### config.mk
export PLATFORM = sky130hd
export DESIGN_NAME = ram_burst_reader
export DESIGN_NICKNAME = d
export VERILOG_FILES = /design/src/rtl/ram_burst_reader_pkg.sv /design/src/rtl/ram_burst_reader_fifo.sv /design/src/rtl/ram_burst_reader.sv
export SDC_FILE = /design/constraint.sdc
export NUM_CORES = 1
export LEC_CHECK = 0
export ABC_AREA = 1
export CORE_ASPECT_RATIO = 1.1
export CORE_MARGIN = 2
export CORE_UTILIZATION = 29
export CTS_CLUSTER_SIZE = 24
export DETAILED_ROUTE_END_ITERATION = 12
export GPL_TIMING_DRIVEN = 0
export PLACE_DENSITY = 0.44
export SLEW_MARGIN = 15
export SYNTH_ARGS = -nofsm -noshare
export SYNTH_HDL_FRONTEND = slang
export SYNTH_HIERARCHICAL = 1
export SYNTH_SLANG_ARGS = --single-unit
### constraint.sdc
create_clock -name clk -period 2.4 [get_ports clk]
set_clock_uncertainty 0.15 [all_clocks]
set_input_delay 0.24 -clock clk [delete_from_list [all_inputs] [get_ports clk]]
set_output_delay 0.24 -clock clk [all_outputs]
set_load 0.005 [all_outputs]
### src/rtl/ram_burst_reader_pkg.sv
// Shared types and constants for the RAM burst reader and its output FIFO.
package ram_burst_reader_pkg;

  // Output FIFO depth. This is also the credit limit for reads that are
  // still in flight or not yet consumed.
  localparam int FIFO_DEPTH = 4;
  localparam int PTR_W      = $clog2(FIFO_DEPTH);
  localparam int CNT_W      = $clog2(FIFO_DEPTH + 1);

  // State codes are kept as plain constants so that older code can still
  // compare against raw values.
  localparam logic [1:0] IDLE  = 2'd0;
  localparam logic [1:0] ISSUE = 2'd1;
  localparam logic [1:0] DRAIN = 2'd2;

  typedef enum logic [1:0] {
    S_IDLE  = IDLE,
    S_ISSUE = ISSUE,
    S_DRAIN = DRAIN
  } state_e;

  // One tag per RAM pipeline stage. The tag records whether the stage holds
  // a real read and whether that read is the last word of the burst.
  typedef struct packed {
    logic valid;
    logic last;
  } tag_t;

endpackage

### src/rtl/ram_burst_reader_fifo.sv
// Small synchronous FIFO holding {last, data} words returned by the RAM.
// The head entry is presented combinationally; count is exported so the
// reader can apply its credit rule.
module ram_burst_reader_fifo
  import ram_burst_reader_pkg::*;
#(
  parameter int WIDTH = 33
) (
  input  logic             clk,
  input  logic             rst_n,
  input  logic             push,
  input  logic [WIDTH-1:0] push_data,
  input  logic             pop,
  output logic [WIDTH-1:0] pop_data,
  output logic [CNT_W-1:0] count,
  output logic             empty
);

  logic [WIDTH-1:0] mem [FIFO_DEPTH];
  logic [PTR_W-1:0] wr_ptr;
  logic [PTR_W-1:0] rd_ptr;
  logic             do_pop;
  logic             full;

  assign do_pop   = pop && !empty;
  assign empty    = (count == '0);
  assign full     = (count == CNT_W'(FIFO_DEPTH));
  assign pop_data = mem[rd_ptr];

  // Storage, pointers and occupancy count.
  always_ff @(posedge clk or negedge rst_n) begin
    if (!rst_n) begin
      // NOTE: the storage is reset on purpose: the head entry drives the
      // stream data pins directly, and those must read zero out of reset.
      for (int i = 0; i < FIFO_DEPTH; i++) begin
        mem[i] <= '0;
      end
      wr_ptr <= '0;
      rd_ptr <= '0;
      count  <= '0;
    end else begin
      // NOTE: every register here uses <= so all of them update from the
      // values seen before the edge; blocking = would create ordering races.
      if (push) begin
        mem[wr_ptr] <= push_data;
        wr_ptr      <= wr_ptr + PTR_W'(1);
      end
      if (do_pop) begin
        rd_ptr <= rd_ptr + PTR_W'(1);
      end
      case ({push, do_pop})
        2'b10:   count <= count + CNT_W'(1);
        2'b01:   count <= count - CNT_W'(1);
        default: count <= count;
      endcase
    end
  end

  // The reader's credit rule guarantees a free slot for every returning read.
  a_no_overflow : assert property (@(posedge clk) disable iff (!rst_n) !(push && full));

endmodule

### src/rtl/ram_burst_reader.sv
// Burst read initiator for one port of a block RAM with 1 or 2 cycles of
// enabled read latency. A command (start address, length-1) is turned into
// a sequence of RAM reads; a tag pipe that moves in step with the RAM's
// enable tracks which returning words are real, and a 4-entry FIFO
// re-times them onto a valid/ready stream with tlast on the final word.
module ram_burst_reader
  import ram_burst_reader_pkg::*;
#(
  parameter int DWIDTH     = 32,
  parameter int AWIDTH     = 8,
  parameter int RD_LATENCY = 1
) (
  input  logic              clk,
  input  logic              rst_n,
  input  logic              cmd_valid,
  output logic              cmd_ready,
  input  logic [AWIDTH-1:0] cmd_addr,
  input  logic [AWIDTH-1:0] cmd_len,
  output logic              ram_en,
  output logic [AWIDTH-1:0] ram_addr,
  input  logic [DWIDTH-1:0] ram_dout,
  output logic [DWIDTH-1:0] o_tdata,
  output logic              o_tlast,
  output logic              o_tvalid,
  input  logic              o_tready
);

  if ((RD_LATENCY != 1) && (RD_LATENCY != 2)) begin : g_bad_rd_latency
    $error("ram_burst_reader: RD_LATENCY must be 1 or 2");
  end

  state_e            state;
  state_e            state_nxt;
  logic [AWIDTH-1:0] addr;
  logic [AWIDTH-1:0] remaining;
  tag_t              tag_pipe [RD_LATENCY];
  logic [CNT_W-1:0]  inflight;
  logic [CNT_W-1:0]  fifo_count;
  logic [CNT_W:0]    credit_used;
  logic              cmd_accept;
  logic              issue;
  logic              last_issue;
  logic              push;
  logic              pop;
  logic              fifo_empty;
  logic [DWIDTH:0]   fifo_head;

  assign cmd_ready  = (state == S_IDLE);
  assign cmd_accept = cmd_valid && cmd_ready;

  // Every word issued to the RAM holds either a pipe stage or a FIFO slot
  // until it is consumed, so capping the sum at the FIFO depth means a
  // returning word always finds room.
  assign credit_used = {1'b0, fifo_count} + {1'b0, inflight};
  assign issue       = (state == S_ISSUE) && (credit_used < (CNT_W + 1)'(FIFO_DEPTH));
  assign last_issue  = issue && (remaining == '0);

  // The RAM output registers only advance while enabled, so the enable must
  // stay high until every issued read has come out of the pipe.
  assign ram_en   = issue || (inflight != '0);
  assign ram_addr = addr;

  assign push     = tag_pipe[RD_LATENCY-1].valid;
  assign o_tvalid = !fifo_empty;
  assign pop      = o_tvalid && o_tready;
  assign o_tdata  = fifo_head[DWIDTH-1:0];
  assign o_tlast  = fifo_head[DWIDTH];

  // Count the pipe stages that hold a real read.
  always_comb begin
    // NOTE: assigning a default first means every path writes inflight,
    // so no latch can be inferred.
    inflight = '0;
    for (int i = 0; i < RD_LATENCY; i++) begin
      if (tag_pipe[i].valid) begin
        inflight = inflight + CNT_W'(1);
      end
    end
  end

  // Next-state logic for IDLE -> ISSUE -> DRAIN -> IDLE.
  always_comb begin
    state_nxt = state;
    case (state)
      S_IDLE:  if (cmd_accept) state_nxt = S_ISSUE;
      S_ISSUE: if (last_issue) state_nxt = S_DRAIN;
      S_DRAIN: if (pop && o_tlast) state_nxt = S_IDLE;
      default: state_nxt = S_IDLE;
    endcase
  end

  // State register.
  always_ff @(posedge clk or negedge rst_n) begin
    if (!rst_n) begin
      state <= S_IDLE;
    end else begin
      state <= state_nxt;
    end
  end

  // Read address and words-remaining counter; the address wraps naturally
  // at the top of the RAM.
  always_ff @(posedge clk or negedge rst_n) begin
    if (!rst_n) begin
      addr      <= '0;
      remaining <= '0;
    end else if (cmd_accept) begin
      addr      <= cmd_addr;
      remaining <= cmd_len;
    end else if (issue) begin
      addr <= addr + AWIDTH'(1);
      if (!last_issue) begin
        remaining <= remaining - AWIDTH'(1);
      end
    end
  end

  // Tag pipe that shifts in lock-step with the RAM's enabled pipeline;
  // enabled cycles without an issue insert bubbles.
  always_ff @(posedge clk or negedge rst_n) begin
    if (!rst_n) begin
      for (int i = 0; i < RD_LATENCY; i++) begin
        tag_pipe[i] <= '0;
      end
    end else if (ram_en) begin
      tag_pipe[0] <= '{valid: issue, last: last_issue};
      for (int i = 1; i < RD_LATENCY; i++) begin
        tag_pipe[i] <= tag_pipe[i-1];
      end
    end
  end

  ram_burst_reader_fifo #(
    .WIDTH (DWIDTH + 1)
  ) u_fifo (
    .clk       (clk),
    .rst_n     (rst_n),
    .push      (push),
    .push_data ({tag_pipe[RD_LATENCY-1].last, ram_dout}),
    .pop       (pop),
    .pop_data  (fifo_head),
    .count     (fifo_count),
    .empty     (fifo_empty)
  );

endmodule

==> impl_metrics.json <==
{
  "wl_per_cell_um": 15.7,
  "startpoint_type": "flip-flop",
  "maxSlewViolCount": 0,
  "rsz0062_at_grt": "yes",
  "core_mm2": 0.0269,
  "worst_slack_ns": 0.0673,
  "io_pins": 96,
  "initial_core_util_pct": 29.4,
  "synthArstFlopShare_pct": 100,
  "routabilityCongestion": 0.777,
  "synth.net_count": 1031,
  "numPortBuffers": 95,
  "antenna_found_initial": 0,
  "wirelength_um": 22800,
  "endpoint_kind": "primary output",
  "status": "finished clean",
  "drtIter0Drc": 336,
  "met3_usage_pct": 3.54,
  "postRouteAntennaNets": 0,
  "crit_arrival_ns": 1.94,
  "use_met1_pct": 22.4,
  "synth.avg_cell_area_um2": 8.14,
  "ys_seq_area_share_pct": 50.4,
  "p_per_area_mw_per_mm2": 1480,
  "ys.flop_type": "dfrtp_1",
  "worst-path-max-fanout": 10,
  "synth_edf_count": 0,
  "synth_seq_cells": 159,
  "setup_tns_ns": 0,
  "yosysUniqueCellTypes": 29,
  "path_class": "reg2out",
  "yosys_warnings": 6,
  "clock_latency_ns": 0.43,
  "vias_per_cell": 4.51,
  "slew_headroom_pct": 48.7,
  "final_core_util_pct": 37.8,
  "hold_viol": 0,
  "dr_total_vias": 6574,
  "cts_tree": "yes",
  "setup_viol": 0,
  "grt.overflow.total": 0,
  "crit_required_ns": 2.01,
  "die_w_um": 161,
  "pre_cts_slack_ns": 0.0513,
  "grt_max_degree": 92,
  "firstDrtPassIters": 6,
  "clkTransAtPathRegs_ns": 0.08,
  "drive_gt1_share_pct": 9.64,
  "drcViolationCount": 0,
  "worst_slew_pin_slew_ns": 0.769,
  "fill_cells": 2817,
  "grt_use_met2_pct": 27.0,
  "power.total_uw": 15100,
  "drv_cap": 0,
  "nNetsFinal": 1150,
  "netlist_instances": 970,
  "grt_pass1_wl_um": 36500,
  "clock_sinks": 159,
  "die_h_um": 177,
  "first_global_vias": 6580,
  "hold_class": "in2async",
  "diodes": 0,
  "timing.fmax_ghz": 0.429,
  "htree_levels": 4,
  "finalCriticalPeriod_ns": 2.33,
  "hpwl_um": 15400,
  "die_area_mm2": 0.0286,
  "cts_buffers": 17,
  "grt.busiest_layer": "met2",
  "p_leak_uw": 0.00528,
  "area_delta_synth_final_pct": 28.8,
  "min_period_over_period_pct": 97.2,
  "syn_area_mm2": 0.00790,
  "root_buffer": "clkbuf_16",
  "grt.total_usage_pct": 16.5,
  "rows": 63,
  "clk_path_buf_depth": 2,
  "vdd_ir_drop_max_mv": 0.439
}
## synthesized netlist by cell type, types with 2 or more instances
library cell  instances  area share [%]
inv_4                 2            0.16
buf_4                11             1.0
inv_2                 2           0.095
dfrtp_1             159              50
nand2_2               5            0.40
nand3b_1              2            0.19
o21ai_1             134             8.5
nor2_1               29             1.4
buf_1                 2           0.095
o21ai_2               3            0.33
nor2_2                4            0.32
nand3_1              25             1.6
nand2_1             318              15
buf_2                13            0.82
nand2_4               3            0.43
o21ai_0              11            0.70
buf_6                21             3.0
nand4_1               3            0.24
o211ai_1             67             6.4
ha_1                  8             1.3
inv_1               135             6.4
clkbuf_1              6            0.29
## stage by stage
step / std cells / hold WS [ns] / instance area, um^2
floorplan: 970 / -0.206 / 7900
global placement: 1422 / 0.321 / 9300
detailed placement: 1423 / 0.104 / 9330
CTS: 1457 / 0.218 / 10000
global route: 1457 / 0.241 / 10200
finish: 1457 / 0.226 / 10200
## per-layer routing
metal / wire length, um / vias up / share of wire [%]
li1: - / 3338 / -
met1: 11000 / 3101 / 48
met2: 10600 / 124 / 47
met3: 929 / 11 / 4.1
met4: 229 / 0 / 1.0
met5: 0 / - / 0
## flip-flops by register name (all words and copies together), names as in the netlist
name and cells:
u_fifo/mem 132, ram_addr 8, remaining 8, u_fifo/count 3, state 2, u_fifo/rd_ptr 2
u_fifo/wr_ptr 2, push 1, tag_pipe 1
## cells in the final DEF, fill, tap and decap left out, drive strengths merged, types with 3 or more instances in the layout
master and count:
inv 144, clkinv 3, nand2 326, o211ai 67
bufinv 3, dfrtp 159, buf 54, clkdlybuf4s50 65
nand4 3, ha 8, o21ai 148, nand3 26
nor2 34, dlymetal6s2s 27, clkbuf 23
## critical path, stage by stage (launching register included)
cell	delay (ns)
dfrtp_1	0.41
inv_4	0.13
buf_12	0.17
buf_12	0.15
o211ai_1	0.08
nand2_1	0.09
clkdlybuf4s50_1	0.49
## worst paths after layout
kind / start / to / slack (ns) / depth (start not counted)
min in group clk: cmd_addr[1] / ram_addr[1]$_DFFE_PN0P_ / 0.24 / 3
setup / recovery: u_fifo/rd_ptr[0]$_DFFE_PN0P_ / o_tdata[8] / 0.07 / 6
hold reg to reg: u_fifo/mem[34]$_DFFE_PN0P_ / u_fifo/mem[34]$_DFFE_PN0P_ / 0.34 / 2
hold / removal: rst_n / remaining[6]$_DFFE_PN0P_ / 0.23 / 2
setup reg to reg: u_fifo/count[0]$_DFFE_PN0P_ / u_fifo/count[2]$_DFFE_PN0P_ / 0.27 / 13
max in group asynchronous: rst_n / ram_addr[5]$_DFFE_PN0P_ / 1.00 / 3
## power breakdown
group          switching, uW  internal, uW
combinational           4160          3350
sequential               742          4000
clock                   1120          1670
## cell families after synthesis
logic type               Yosys count  synth area share [%]
flip-flops                       159                  50.4
XOR/XNOR                           2                 0.222
buffers and inverters            192                  11.9
AO/OA/AOI/OAI                    217                  16.1
AND/OR/NAND/NOR                  391                  19.9
adder cells (fa/ha/maj)            9                  1.52
## area by class of cell
class	count	area (um^2)	area share, %
sequential	159	3980	39.1
multi-input combinational	619	2990	29.4
timing repair buffer	101	1090	10.7
inverter	139	537	5.28
buffer	52	532	5.23
tap	357	447	4.39
clock buffer	19	443	4.35
clock inverter	11	155	1.53
## what timing repair did
action,4_1_cts,5_1_grt
resized for setup,31,45
pin swaps,0,3
endpoints found under the setup margin,33,32
hold buffers,1,0
setup buffers,3,1
endpoints found under the hold margin,68,0
(Power assumes the default switching activity.)
